[src/rtl/dm163_pkg.sv]
// Shared constants and scan FSM encoding for the DM163 Colorshield pixel grid.
package dm163_pkg;

    localparam int unsigned BITS_PER_PIXEL = 24;
    localparam int unsigned PIXELS_PER_COL = 8;
    localparam int unsigned N_COLS         = 8;
    localparam int unsigned N_BITS         = BITS_PER_PIXEL * PIXELS_PER_COL;
    localparam int unsigned COL_W          = $clog2(N_COLS);
    localparam int unsigned BITCNT_W       = $clog2(N_BITS + 1);

    typedef enum logic [2:0] {
        IDLE,
        LOAD,
        SHIFT,
        LATCH,
        DISPLAY
    } scan_state_e;

    // One-hot column enable for a column index.
    function automatic logic [N_COLS-1:0] col_onehot(input logic [COL_W-1:0] idx);
        return N_COLS'(1) << idx;
    endfunction

endpackage

[src/rtl/dm163_serializer.sv]
// Shifts a 192-bit column word MSB-first onto SDA with a divided SCK.
// A load pulse snapshots the word; o_done is high on the final shift cycle.
module dm163_serializer
    import dm163_pkg::*;
#(
    parameter int unsigned SCK_DIV = 2
) (
    input  logic              i_clk,
    input  logic              i_rst_n,
    input  logic              i_load,
    input  logic [N_BITS-1:0] i_data,
    output logic              o_done,
    output logic              o_sck,
    output logic              o_sda
);

    localparam int unsigned DIV_W = (SCK_DIV > 1) ? $clog2(SCK_DIV) : 1;

    logic [N_BITS-1:0]   r_shreg;
    logic [BITCNT_W-1:0] r_bitcnt;
    logic [DIV_W-1:0]    r_div;
    logic                r_high;
    logic                r_busy;

    logic w_phase_end;
    logic w_last;

    assign w_phase_end = (r_div == DIV_W'(SCK_DIV - 1));
    assign w_last      = r_busy & r_high & w_phase_end & (r_bitcnt == BITCNT_W'(1));

    // Snapshot on load, then alternate low/high SCK phases, shifting after each high phase.
    always_ff @(posedge i_clk or negedge i_rst_n) begin
        if (!i_rst_n) begin
            r_shreg  <= '0;
            r_bitcnt <= '0;
            r_div    <= '0;
            r_high   <= 1'b0;
            r_busy   <= 1'b0;
        end else if (i_load) begin
            r_shreg  <= i_data;
            r_bitcnt <= BITCNT_W'(N_BITS);
            r_div    <= '0;
            r_high   <= 1'b0;
            r_busy   <= 1'b1;
        end else if (r_busy) begin
            if (w_phase_end) begin
                r_div <= '0;
                if (r_high) begin
                    r_high   <= 1'b0;
                    r_shreg  <= {r_shreg[N_BITS-2:0], 1'b0};
                    r_bitcnt <= r_bitcnt - BITCNT_W'(1);
                    if (r_bitcnt == BITCNT_W'(1)) begin
                        r_busy <= 1'b0;
                    end
                end else begin
                    r_high <= 1'b1;
                end
            end else begin
                r_div <= r_div + DIV_W'(1);
            end
        end
    end

    // Pins are forced low whenever no word is being shifted.
    assign o_sck  = r_busy & r_high;
    assign o_sda  = r_busy & r_shreg[N_BITS-1];
    assign o_done = w_last;

endmodule

[src/rtl/dm163_column_scanner.sv]
// Column scanner: fetches each grid column, shifts it into the DM163,
// latches it, then enables that column for a fixed display time.
module dm163_column_scanner
    import dm163_pkg::*;
#(
    parameter int unsigned SCK_DIV    = 2,
    parameter int unsigned LAT_CYCLES = 2,
    parameter int unsigned ON_CYCLES  = 2000
) (
    input  logic              clk,
    input  logic              rst_n,
    input  logic              enable,
    input  logic [N_BITS-1:0] col_bits,
    output logic [COL_W-1:0]  col_idx,
    output logic              sda,
    output logic              sck,
    output logic              lat,
    output logic [N_COLS-1:0] channel,
    output logic              frame_done
);

    localparam int unsigned CNT_MAX = (ON_CYCLES > LAT_CYCLES) ? ON_CYCLES : LAT_CYCLES;
    localparam int unsigned CNT_W   = $clog2(CNT_MAX + 1);

    scan_state_e      r_state;
    scan_state_e      w_next;
    logic [CNT_W-1:0] r_cnt;
    logic [COL_W-1:0] r_col_idx;
    logic             r_frame_done;

    logic w_load;
    logic w_ser_done;
    logic w_ser_sck;
    logic w_ser_sda;
    logic w_lat_end;
    logic w_on_end;

    assign w_lat_end = (r_cnt == CNT_W'(LAT_CYCLES - 1));
    assign w_on_end  = (r_cnt == CNT_W'(ON_CYCLES - 1));

    dm163_serializer #(
        .SCK_DIV (SCK_DIV)
    ) u_serializer (
        .i_clk   (clk),
        .i_rst_n (rst_n),
        .i_load  (w_load),
        .i_data  (col_bits),
        .o_done  (w_ser_done),
        .o_sck   (w_ser_sck),
        .o_sda   (w_ser_sda)
    );

    // FSM state register.
    always_ff @(posedge clk or negedge rst_n) begin
        if (!rst_n) begin
            r_state <= IDLE;
        end else begin
            r_state <= w_next;
        end
    end

    // Next state, serializer load strobe, latch and column-enable decode.
    always_comb begin
        w_next  = r_state;
        w_load  = 1'b0;
        lat     = 1'b0;
        channel = '0;
        unique case (r_state)
            IDLE: begin
                if (enable) w_next = LOAD;
            end
            LOAD: begin
                w_load = 1'b1;
                w_next = SHIFT;
            end
            SHIFT: begin
                if (w_ser_done) w_next = LATCH;
            end
            LATCH: begin
                lat = 1'b1;
                if (w_lat_end) w_next = DISPLAY;
            end
            DISPLAY: begin
                channel = col_onehot(r_col_idx);
                if (w_on_end) w_next = enable ? LOAD : IDLE;
            end
            default: w_next = IDLE;
        endcase
    end

    // Shared LATCH/DISPLAY duration counter; only one of the two phases is active at a time.
    always_ff @(posedge clk or negedge rst_n) begin
        if (!rst_n) begin
            r_cnt <= '0;
        end else if ((r_state == LATCH && !w_lat_end) || (r_state == DISPLAY && !w_on_end)) begin
            r_cnt <= r_cnt + CNT_W'(1);
        end else begin
            r_cnt <= '0;
        end
    end

    // Column advance on the last display cycle; frame pulse after column 7 wraps.
    always_ff @(posedge clk or negedge rst_n) begin
        if (!rst_n) begin
            r_col_idx    <= '0;
            r_frame_done <= 1'b0;
        end else begin
            r_frame_done <= 1'b0;
            if (r_state == DISPLAY && w_on_end) begin
                r_col_idx    <= r_col_idx + COL_W'(1);
                r_frame_done <= (r_col_idx == COL_W'(N_COLS - 1));
            end
        end
    end

    assign col_idx    = r_col_idx;
    assign frame_done = r_frame_done;
    assign sck        = w_ser_sck;
    assign sda        = w_ser_sda;

endmodule

[config.mk]
export PLATFORM = sky130hd
export DESIGN_NAME = dm163_column_scanner
export DESIGN_NICKNAME = d
export VERILOG_FILES = /design/src/rtl/dm163_pkg.sv /design/src/rtl/dm163_serializer.sv /design/src/rtl/dm163_column_scanner.sv
export SDC_FILE = /design/constraint.sdc
export NUM_CORES = 1
export LEC_CHECK = 0
export CAP_MARGIN = 20
export CORE_UTILIZATION = 35
export DETAILED_ROUTE_END_ITERATION = 8
export PLACE_DENSITY_LB_ADDON = 0.05
export SLEW_MARGIN = 40
export SYNTH_ARGS = -nofsm -noshare
export SYNTH_HDL_FRONTEND = slang
export SYNTH_SLANG_ARGS = --single-unit
[constraint.sdc]
create_clock -name clk -period 1.7 [get_ports clk]
set_clock_uncertainty 0.2 [all_clocks]
set_input_delay 0.255 -clock clk [delete_from_list [all_inputs] [get_ports clk]]
set_output_delay 0.255 -clock clk [all_outputs]
set_load 0.005 [all_outputs]
# ---- Word level (Yosys, flattened, before mapping)
# Cells that the tools add are included.
dict set report op_classes {
  n_addsub 4
  eq_ne 12
  n_shift 1
  mux 31
  bitwise 4
  reduce_logical 13
}
# cell n
set ops {}
lappend ops {{$mux W192} 4}
lappend ops {{$mux W8} 5}
lappend ops {{$mux W1} 16}
lappend ops {{$pmux W3 S5} 1}
lappend ops {{$mux W3} 4}
lappend ops {{$add A11 B1 Y11 const B} 1}
lappend ops {{$eq A11 B1 Y1 const B} 1}
lappend ops {{$eq A11 B11 Y1 const B} 1}
lappend ops {{$mux W11} 1}
lappend ops {{$eq A8 B1 Y1 const B} 1}
lappend ops {{$shl A1 B3 Y8 const A} 1}
lappend ops {{$sub A8 B1 Y8 const B} 1}
lappend ops {{$eq A3 B2 Y1 const B} 2}
lappend ops {{$eq A3 B3 Y1 const B} 2}
lappend ops {{$ne A2 B2 Y1 const B} 3}
lappend ops {{$reduce_bool A2 Y1} 3}
lappend ops {{$and A1 B1 Y1} 4}
lappend ops {{$reduce_and A4 Y1} 1}
lappend ops {{$add A3 B1 Y3 const B} 1}
lappend ops {{$eq A3 B1 Y1 const B} 1}
lappend ops {{$logic_and A1 B1 Y1} 3}
lappend ops {{$logic_not A3 Y1} 1}
lappend ops {{$reduce_and A3 Y1} 1}
lappend ops {{$logic_not A1 Y1} 2}
lappend ops {{other kinds (4)} 4}
dict set report totals {
  reg_bits 221
  in_bits 195
  output_inout_bits 15
  word_cells 74
}

# ---- Logic depth before layout (Yosys ltp)
dict set report logic_depth {
  depth_word 6
  ltp_mapped 7
  depth_no_buf 6
}

# ---- By module
# Synthesis repeated with hierarchy kept, for this count alone.
dict set report hier_totals {
  hier_cells 987
  hier_area_um2 10495.1
}
# module instances cells_each area_each_um2 seq_area_each_um2
set modules_own_cells {}
lappend modules_own_cells {dm163_serializer 1 890 9396.5 5079.9}
lappend modules_own_cells {dm163_column_scanner 1 97 1098.6 450.4}

# ---- Worst setup path before layout
# OpenSTA, ideal clock, no wires.
dict set report synth_path {
  path_kind {flip-flop to flip-flop}
  from {register r_cnt[0]}
  to {register r_col_idx[1], in the netlist col_idx[1]}
  setup_ns 0.128
  t_arrival_ns 1.489
  required_time_ns 1.372
  path_slack_ns -0.117
  path_stages_with_launch 7
  n_path_buf 1
  synth_period_minus_slack_ns 1.817
  cell_sequence {dfrtp_1 > ha_1 > and3_1 > buf_2 > nand4_2 > nor2_2 > mux2_1}
}
dict set report synth_via {
  elab_chain_cells 2
}
# element line
set synth_rtl {}
lappend synth_rtl {{from (decl)} dm163_column_scanner.sv:27} ;# logic [CNT_W-1:0] r_cnt;
lappend synth_rtl {{from (signal assigned)} dm163_column_scanner.sv:96} ;# r_cnt <= r_cnt + CNT_W'(1);
lappend synth_rtl {{$eq A11 B11 Y1} dm163_column_scanner.sv:39} ;# assign w_on_end = (r_cnt == CNT_W'(ON_CYCLES - 1));
lappend synth_rtl {{$logic_and A1 B1 Y1} dm163_column_scanner.sv:109} ;# if (r_state == DISPLAY && w_on_end) begin
lappend synth_rtl {{to (signal assigned)} dm163_column_scanner.sv:110} ;# r_col_idx <= r_col_idx + COL_W'(1);
lappend synth_rtl {{to (decl)} dm163_column_scanner.sv:28} ;# logic [COL_W-1:0] r_col_idx;
# Every way passes these cells.
# A chain may end at the register's enable or synchronous reset.

# ---- Worst setup path after layout
dict set report layout_path {
  from {register r_state[1]}
  to {output channel[0]}
}
dict set report layout_via {
  elab_chain_cells 2
}
# element line
set layout_rtl {}
lappend layout_rtl {{from (decl)} dm163_column_scanner.sv:25} ;# scan_state_e r_state;
lappend layout_rtl {{from (signal assigned)} dm163_column_scanner.sv:58} ;# r_state <= w_next;
lappend layout_rtl {{$eq A3 B3 Y1} dm163_column_scanner.sv:68} ;# unique case (r_state)
lappend layout_rtl {{$mux W8} dm163_column_scanner.sv:68}
lappend layout_rtl {{to (decl)} dm163_column_scanner.sv:18} ;# output logic [N_COLS-1:0] channel,
# Every way passes these cells.

==> run metrics <==
Slew @ Worst Pin=497 ps; vias per inst=5.06; Syn Area/Cell=8.58 um2; Synth Area in Adders=1.21%; proportion of synthesized area in mux cells=0.206%; status=finished, violations left; post-synthesis simple-gate area fraction=24.8%; die area=30300 um2; final worst slack=-409 ps; Worst-Skew Late Latency=520 ps; leak pwr=7.24 nW; top cell type's share of synthesized area=53.4%; Max IR drop VDD=852 uV; fin nets=1712; number of cell rows=62; commonest non-fill, non-tap cell in the layout=nand2_1; clk root buf=clkbuf_16; area delta synth->final=66.2%; Fin Setup TNS=-58360 ps; Fin. Hold Viols=0; Synth Area in XOR/XNOR=1.52%; CORE AREA=28900 um2; GRT Util Overall=21.1%; most frequent cells in the layout=394 x nand2_1, 218 x dfrtp_1, 193 x clkdlybuf4s50_1; first-pass GRT wire length=51800 um; Clock Tree Buf Depth=3; via count=9671; largest net degree at the start of global routing=51; critical path required time=1240 ps; initial antenna violation count=1; failing checks=setup timing; vias in the first global route=9661; CTS tree=yes; Critical Path Start Type=flip-flop; Max-Cap Viols=0; Crit. End Element=output port; synth top area cells=dfrtp_1 53%, nand2_1 14%, a31oi_1 12%; reg2reg path depth=8; post-route cell area=17200 um2; Hold Crit Class=primary input to async pin; most used cell, CP=buf_6; Compound-Gate Fraction of Synth Area=12.2%; DRT iter0 DRCs=608; DIE HEIGHT=174 um; Crit Path Max Fanout=2; Setup Viol. Count Final=219; DP Wirelength=18000 um; Final Util=59.5%; Seq/Total Area, Yosys=53.4%; Pre-antenna DRT Iters=5; clock-pin slew on the worst setup and hold paths=60 ps; fillers=2434; Port Buffers=209; Yosys reg bits=221; post-route ant nets=0; layout cells sized above 1=30.3%; RSZ-0062 raised after global routing=true; GP Congestion=0.766; Yosys cell types=36; post-layout min period=2110 ps; Num Clock Sinks=221; CP Class=flip-flop to output port; Slew Limit Fails=0; routed length per instance=17.1 um; Syn Inst Count=1206; Worst path slowest cell=dfrtp_1; period utilization=124%; Cell Area, Synth=10300 um2; Initial Util=35.8%; H-tree levels=1; synthesized net count=1411; I/O pins=210; FMAX=474 MHz; Chip Width=174 um; total wire length=32800 um; Synth Warn #=0; total CTS buffers=26; worst rel slew slack=66.9%; CP Cell Sequence=nor2_2, and2_4, buf_6, buf_6, and3_4, buf_6; area leader, netlist=dfrtp_1; CP max stage delay=380 ps; main combinational cell family by area after synthesis=simple AND/OR/NAND/NOR gates; Worst Path Arrival=1650 ps; PD cells=1850 nW/um2; DRC Markers=0; Overflow after GRT=0; dpl cell area=13400 um2
[logic make-up after synthesis]
kind of cell / Yosys count
flops: 221
compound gates: 202
fa+ha+maj: 10
mux: 2
xor+xnor: 18
simple gates: 653
buf+inv: 100
[worst max-delay path: cells and delay by family, from the launching register on]
family	cells	cell delay, ps
buffers and inverters	3	280
and+or+nand+nor	3	480
DFF	1	380
[metrics by stage]
| stage | std cells | hold WS, ps | power, mW | setup WS, ps |
|---|---|---|---|---|
| 6_report | 1911 | 57.9 | 31.9 | -409 |
| 5_1_grt | 1910 | 86.8 | 34.1 | -480 |
| 4_1_cts | 1896 | 72.4 | 29.5 | -415 |
| 3_5_place_dp | 1791 | 32.0 | 20.2 | -190 |
| 3_3_place_gp | 1791 | 26.0 | 20.1 | -146 |
| 2_1_floorplan | 1206 | -241 | 16.6 | -45.5 |
[power by group]
group	leakage (nW)	switching (mW)	internal, mW
clock	0.429	2.22	3.42
combinational	4.19	8.08	8.80
sequential	2.62	1.37	8.00
[synth_stat cells]
master,n
clkbuf_2,1
buf_6,39
o21bai_1,1
dfrtp_1,221
nand4b_1,2
clkbuf_1,42
buf_1,1
nor3b_1,2
a31oi_1,192
xnor2_1,10
a21oi_1,4
and3_1,11
nand3b_1,1
buf_2,8
nand2_1,394
a21o_1,2
nor3_1,2
inv_1,8
nand4_1,5
a211oi_1,1
nor2b_1,2
and4_1,1
xor2_1,8
or3b_1,1
nor2_1,216
nand4_2,1
nor4b_1,1
nand3_1,6
mux2i_1,1
mux2_1,1
ha_1,10
and2_1,4
buf_4,1
nor4_1,3
o21ai_0,2
nor2_2,1
[state kept, by name (all words and copies together), names as in the netlist]
signal	count
r_cnt	11
col_idx	3
u_serializer.r_shreg	192
u_serializer.r_bitcnt	8
u_serializer.r_high	1
r_state	3
u_serializer.r_div	1
frame_done	1
u_serializer.r_busy	1
[per-layer routing]
layer / track usage, % / routed length, um / vias to the layer above
li1: - / - / 4643
met1: 29.6 / 14900 / 4766
met2: 34.2 / 15800 / 221
met3: 3.89 / 1630 / 41
met4: 3.55 / 459 / 0
met5: 0 / 0 / -
[final timing paths]
kind	startpoint	endpoint	slack, ps
max	r_state[1]$_DFFE_PN0P_	channel[0]	-410
min	rst_n	u_serializer.r_shreg[87]$_DFFE_PN0P_	60
max reg2reg	r_state[1]$_DFFE_PN0P_	u_serializer.r_shreg[98]$_DFFE_PN0P_	-370
min reg2reg	u_serializer.r_shreg[0]$_DFFE_PN0P_	u_serializer.r_shreg[0]$_DFFE_PN0P_	300
max in group asynchronous	rst_n	u_serializer.r_shreg[62]$_DFFE_PN0P_	600
min in group clk	col_bits[0]	u_serializer.r_shreg[0]$_DFFE_PN0P_	80
[layout make-up]
cell class              count  area (um2)  area share (%)
diodes                      1        2.50          0.0145
clock buffers              39         771            4.48
clock inverters             8        90.1           0.524
inverters                   8        30.0           0.175
multi-input cells         885        5670            32.9
flip-flops and latches    221        5530            32.2
well taps                 384         480            2.79
repair buffers            365        4630            26.9
[timing repair]
action | 4_1_cts | 5_1_grt
gates resized for setup | 270 | 173
setup endpoints to repair | 214 | 225
hold endpoints to repair | 221 | 0
hold buffers | 1 | 0
cloned | 30 | 6
pin swaps | 17 | 17
setup buffers | 33 | 11
Power figures use the tool's default switching activity.
